File: src/rtl/fi_inject_ctrl.sv
// Cycle-exact fault-injection scheduler: runs timed injection windows against a free-running
// core-cycle counter and corrupts the target signal with a mask (flip / SA0 / SA1 / dry-run).
module fi_inject_ctrl #(
   parameter int DATA_W = 32,
   parameter int CNT_W  = 32,
   parameter int DUR_W  = 16
) (
   input  logic              dla_core_clk,
   input  logic              dla_core_rst,
   input  logic              cfg_valid,
   output logic              cfg_ready,
   input  logic [CNT_W-1:0]  cfg_start_cycle,
   input  logic [DUR_W-1:0]  cfg_duration,
   input  logic [DUR_W-1:0]  cfg_gap,
   input  logic [7:0]        cfg_repeat,
   input  logic [1:0]        cfg_mode,
   input  logic [DATA_W-1:0] cfg_mask,
   input  logic              abort,
   input  logic [DATA_W-1:0] sig_in,
   output logic [DATA_W-1:0] sig_out,
   output logic [CNT_W-1:0]  counter,
   output logic              inj_active,
   output logic [7:0]        win_cnt,
   output logic              done,
   output logic              late
);

   typedef enum logic [2:0] {IDLE, WAIT, INJECT, GAP, DONE} state_t;

   localparam logic [CNT_W-1:0] CNT_ONE = 1;
   localparam logic [DUR_W-1:0] DUR_ONE = 1;
   localparam logic [CNT_W:0]   EXT_ONE = 1;
   localparam logic [CNT_W:0]   EXT_TWO = 2;

   state_t            state_reg;
   logic [CNT_W-1:0]  counter_reg;
   logic [CNT_W-1:0]  start_reg;
   logic [DUR_W-1:0]  dur_reg;
   logic [DUR_W-1:0]  gap_reg;
   logic [DUR_W-1:0]  rem_reg;
   logic [7:0]        rep_reg;
   logic [7:0]        win_reg;
   logic [1:0]        mode_reg;
   logic [DATA_W-1:0] mask_reg;
   logic              act_reg;
   logic              done_reg;
   logic              late_reg;

   logic [DUR_W-1:0]  dur_clamped;
   logic [7:0]        rep_clamped;
   logic [CNT_W:0]    cnt_ext;
   logic [CNT_W:0]    start_ext;
   logic              last_win;

   assign dur_clamped = (cfg_duration == '0) ? DUR_ONE : cfg_duration;
   assign rep_clamped = (cfg_repeat == 8'd0) ? 8'd1 : cfg_repeat;
   // Extra bit keeps the start-cycle comparisons free of counter wrap.
   assign cnt_ext     = {1'b0, counter_reg};
   assign start_ext   = {1'b0, cfg_start_cycle};
   assign last_win    = (win_reg + 8'd1) == rep_reg;

   assign cfg_ready  = (state_reg == IDLE) || (state_reg == DONE);
   assign counter    = counter_reg;
   assign inj_active = act_reg;
   assign win_cnt    = win_reg;
   assign done       = done_reg;
   assign late       = late_reg;

   always_ff @(posedge dla_core_clk) begin
      if (dla_core_rst) begin
         state_reg   <= IDLE;
         counter_reg <= '0;
         start_reg   <= '0;
         dur_reg     <= '0;
         gap_reg     <= '0;
         rem_reg     <= '0;
         rep_reg     <= '0;
         win_reg     <= '0;
         mode_reg    <= '0;
         mask_reg    <= '0;
         act_reg     <= 1'b0;
         done_reg    <= 1'b0;
         late_reg    <= 1'b0;
      end else begin
         counter_reg <= counter_reg + CNT_ONE;
         if (abort) begin
            state_reg <= IDLE;
            act_reg   <= 1'b0;
            done_reg  <= 1'b0;
         end else begin
            case (state_reg)
               IDLE, DONE: begin
                  if (cfg_valid) begin
                     start_reg <= cfg_start_cycle;
                     dur_reg   <= dur_clamped;
                     gap_reg   <= cfg_gap;
                     rep_reg   <= rep_clamped;
                     mode_reg  <= cfg_mode;
                     mask_reg  <= cfg_mask;
                     win_reg   <= '0;
                     done_reg  <= 1'b0;
                     if (start_ext >= cnt_ext + EXT_TWO) begin
                        state_reg <= WAIT;
                        act_reg   <= 1'b0;
                        late_reg  <= 1'b0;
                     end else begin
                        state_reg <= INJECT;
                        act_reg   <= 1'b1;
                        rem_reg   <= dur_clamped - DUR_ONE;
                        late_reg  <= (start_ext != cnt_ext + EXT_ONE);
                     end
                  end
               end
               // Leave one cycle early so the first active cycle shows counter == start.
               WAIT: begin
                  if (counter_reg + CNT_ONE == start_reg) begin
                     state_reg <= INJECT;
                     act_reg   <= 1'b1;
                     rem_reg   <= dur_reg - DUR_ONE;
                  end
               end
               INJECT: begin
                  if (rem_reg == '0) begin
                     win_reg <= win_reg + 8'd1;
                     if (last_win) begin
                        state_reg <= DONE;
                        act_reg   <= 1'b0;
                        done_reg  <= 1'b1;
                     end else if (gap_reg == '0) begin
                        rem_reg <= dur_reg - DUR_ONE;
                     end else begin
                        state_reg <= GAP;
                        act_reg   <= 1'b0;
                        rem_reg   <= gap_reg - DUR_ONE;
                     end
                  end else begin
                     rem_reg <= rem_reg - DUR_ONE;
                  end
               end
               GAP: begin
                  if (rem_reg == '0) begin
                     state_reg <= INJECT;
                     act_reg   <= 1'b1;
                     rem_reg   <= dur_reg - DUR_ONE;
                  end else begin
                     rem_reg <= rem_reg - DUR_ONE;
                  end
               end
               default: begin
                  state_reg <= IDLE;
                  act_reg   <= 1'b0;
               end
            endcase
         end
      end
   end

   // Zero-latency corruption path; dry-run (11) passes the golden value through.
   genvar gi;
   generate
      for (gi = 0; gi < DATA_W; gi++) begin : g_bit
         logic bad_bit;
         assign bad_bit = (mode_reg == 2'b00) ? ~sig_in[gi] :
                          (mode_reg == 2'b01) ? 1'b0 :
                          (mode_reg == 2'b10) ? 1'b1 : sig_in[gi];
         assign sig_out[gi] = (act_reg && mask_reg[gi]) ? bad_bit : sig_in[gi];
      end
   endgenerate

endmodule

File: config.mk
export PLATFORM = sky130hd
export DESIGN_NAME = fi_inject_ctrl
export DESIGN_NICKNAME = d
export VERILOG_FILES = /design/src/rtl/fi_inject_ctrl.sv
export SDC_FILE = /design/constraint.sdc
export NUM_CORES = 1
export LEC_CHECK = 0
export CELL_PAD_IN_SITES_DETAIL_PLACEMENT = 2
export CELL_PAD_IN_SITES_GLOBAL_PLACEMENT = 2
export CORE_MARGIN = 2
export CORE_UTILIZATION = 33
export DETAILED_ROUTE_END_ITERATION = 12
export GPL_TIMING_DRIVEN = 0
export PLACE_DENSITY_LB_ADDON = 0.1
export SLEW_MARGIN = 0
export SYNTH_ARGS = -nofsm -noshare
export SYNTH_HDL_FRONTEND = slang
export SYNTH_SLANG_ARGS = --single-unit
File: constraint.sdc
create_clock -name dla_core_clk -period 10 [get_ports dla_core_clk]
set_input_delay 1.5 -clock dla_core_clk [delete_from_list [all_inputs] [get_ports dla_core_clk]]
set_output_delay 1.5 -clock dla_core_clk [all_outputs]
set_load 0.1 [all_outputs]
==> results.json <==
{
  "layout.nets": 1872,
  "finClkSkew_ps": 10.8,
  "max_slew_margin_pct": 11.9,
  "synthFlopType": "dfxtp_1",
  "clock_latency_ps": 470,
  "cts_hold_buffers": 0,
  "synth.net_count": 1637,
  "grt.total_usage_pct": 28.0,
  "synthCells": 1454,
  "drtAntennaViolNets": 0,
  "drt_iter0_drc": 590,
  "crit_required_ps": 10380,
  "final_area_um2": 14500,
  "final_layout_size_suffix_gt1_share_pct": 6.29,
  "worst_ep_arrival_time_ps": 6570,
  "reg2reg_slack_ps": 3810,
  "grt_pass1_vias": 13092,
  "syn_area_per_cell_um2": 7.71,
  "drcViolationCount": 0,
  "dpl-instance-area_um2": 13900,
  "syn_to_final_growth_pct": 29.7,
  "antennaDiodeCount": 0,
  "yosysWarningCount": 0,
  "dieWidth_um": 188,
  "worstHoldStart": "start_reg[14]$_SDFFE_PP0P_",
  "end_kind": "flop",
  "clock_sinks": 168,
  "postCtsSetupRepairBufs": 0,
  "wl_per_cell_um": 22.9,
  "fp-row-count": 67,
  "antenna_found_initial": 0,
  "worstSetupPathType": "reg2reg",
  "fmax_mhz": 162,
  "peakVddDrop_uv": 135,
  "worst_pin_slew_ps": 1290,
  "overflow": 0,
  "core_area_um2": 33400,
  "final-max-slew-violation-count": 0,
  "final.setup.tns_ps": 0,
  "multi_input_area_um2": 7340,
  "crit_path_end": "rem_reg[12]$_SDFFE_PP0P_",
  "crit_start": "counter[4]$_SDFF_PP0_",
  "period_minus_slack_ps": 6190,
  "portBuffers": 216,
  "grt_start_max_net_pins": 19,
  "hp-class": "reg2reg",
  "num_io_pins": 218,
  "period_share_pct": 61.9,
  "yosysSeqAreaShare_pct": 30.0,
  "ys_ff_latch": 168,
  "viasPerCell": 5.58,
  "drt-pass1-iter-count": 5,
  "die-area_um2": 35400,
  "synth_edf_count": 0,
  "ys_async_sr_fraction_pct": 0,
  "drv_cap": 0,
  "die_y_um": 188,
  "leakagePower_nw": 5.06,
  "seq_area_um2": 3360,
  "synth.distinct_cells": 81,
  "reg2reg_to": "rem_reg[12]$_SDFFE_PP0P_",
  "clk_pin_slew_ps": 80,
  "setup_viol": 0,
  "hpwl_mm": 38.7,
  "initial_utilization_pct": 33.5,
  "crit_fanout": 10,
  "status": "completed",
  "netlist_area_um2": 11200,
  "drt_wl_total_mm": 49.3,
  "p_per_area_nw_per_um2": 137,
  "via_count": 11989,
  "cts_resized": 0,
  "cp-start-kind": "flop",
  "numCtsBuffers": 17,
  "clockRootBuffer": "clkbuf_16",
  "cts_tree": "yes",
  "gp_congestion": 0.888,
  "cts.htree.levels": 4,
  "grt_setup_unrepaired": "false",
  "num-fill-cells": 3872,
  "r2r-start": "counter[4]$_SDFF_PP0_",
  "cts_buffer_depth": 2,
  "grt_pass1_wl_mm": 76.6,
  "hold_viol_final": 0,
  "reg2reg_depth": 17
}
worst min path at each step:
| stage | to | slack (ps) | depth (start not counted) |
|---|---|---|---|
| detailed placement | mode_reg[1]$_SDFFE_PP0P_ | 460 | 2 |
| global route | mode_reg[1]$_SDFFE_PP0P_ | 490 | 2 |
| global placement | mode_reg[1]$_SDFFE_PP0P_ | 440 | 2 |
| CTS | start_reg[14]$_SDFFE_PP0P_ | 470 | 2 |
| floorplan | start_reg[14]$_SDFFE_PP0P_ | 440 | 2 |
| finish | start_reg[14]$_SDFFE_PP0P_ | 460 | 2 |
through the flow:
stage	cells	worst slack [ps]	hold slack [ps]	power [mW]	util, %
floorplan	1454	5200	436	1.09	-
CTS	2150	3880	470	2.01	43.4
global placement	2118	4010	443	1.28	41.6
detailed placement	2118	4020	458	1.30	41.6
finish	2150	3810	462	1.99	43.5
global route	2150	3560	495	2.09	43.5
Yosys cell counts, types with 14 or more instances:
cell | n | area (um^2)
clkbuf_1 | 66 | 248
or3_1 | 16 | 100
o21ai_0 | 24 | 120
o22ai_1 | 14 | 87.6
nor4_1 | 19 | 119
a31oi_1 | 36 | 225
xor2_1 | 72 | 631
ha_1 | 41 | 513
nand3_1 | 30 | 150
nand2_1 | 267 | 1000
a21oi_1 | 193 | 966
nor3_1 | 36 | 180
xnor2_1 | 95 | 832
nor2_1 | 101 | 379
inv_1 | 20 | 75.1
nand4_1 | 29 | 181
a211oi_1 | 16 | 120
dfxtp_1 | 168 | 3360
final cells by class:
type	count	share of cell area, %
plain buffers	93	2.94
clock buffers	17	2.93
multi-input cells	1173	50.5
flip-flops and latches	168	23.1
well taps	448	3.86
inverters	20	0.517
repair buffers	216	14.9
clock inverters	15	1.23
cell usage in the layout (no fill, tap or decap), types with 14 or more instances in the layout:
| master | netlist | layout |
|---|---|---|
| inv_1 | 20 | 20 |
| nand3_1 | 30 | 30 |
| clkdlybuf4s50_1 | 0 | 216 |
| a211oi_1 | 16 | 16 |
| nor2_1 | 101 | 100 |
| clkbuf_1 | 66 | 66 |
| ha_1 | 41 | 41 |
| o22ai_1 | 14 | 14 |
| nor4_1 | 19 | 19 |
| nor3_1 | 36 | 36 |
| clkbuf_16 | 0 | 17 |
| nand4_1 | 29 | 29 |
| xnor2_1 | 95 | 95 |
| nand2_1 | 267 | 267 |
| o21ai_0 | 24 | 24 |
| a31oi_1 | 36 | 36 |
| or3_1 | 16 | 16 |
| a21oi_1 | 193 | 193 |
| xor2_1 | 72 | 72 |
| dfxtp_1 | 168 | 168 |
logic make-up after synthesis:
family	after synthesis	share of synthesized area, %
adders and majority gates	41	4.58
AOI/OAI and AO/OA	352	19.4
muxes	5	0.447
and+or+nand+nor	602	26.8
buffers and inverters	113	4.48
xor gates and xnor gates	173	14.3
DFF	168	30.0
worst max-delay path: stages (launching register included):
cell	delay [ps]
dfxtp_1	540
clkbuf_1	450
nand3_1	430
nor4_1	920
and2_1	330
xnor2_1	110
ha_1	350
nand4_1	180
nand2b_1	220
or3_1	490
a211oi_1	500
o21bai_1	120
a21oi_1	420
a21oi_1	300
and2_1	250
buf_6	140
buf_12	150
a211oi_2	190
layer usage:
metal	track usage, %	vias to the layer above	wire length [um]
li1	-	5624	-
met3	4.10	75	1680
met4	9.12	0	1350
met1	33.0	6010	20900
met5	0	-	0
met2	51.7	280	25400
where the power goes:
group          switching [mW]  total (mW)  internal [mW]  leakage (nW)
logic                   0.344       0.549          0.205          3.40
registers              0.0393       0.741          0.701          1.37
clock network           0.342       0.701          0.359         0.294
No activity file was read; power rests on OpenSTA's default activity.
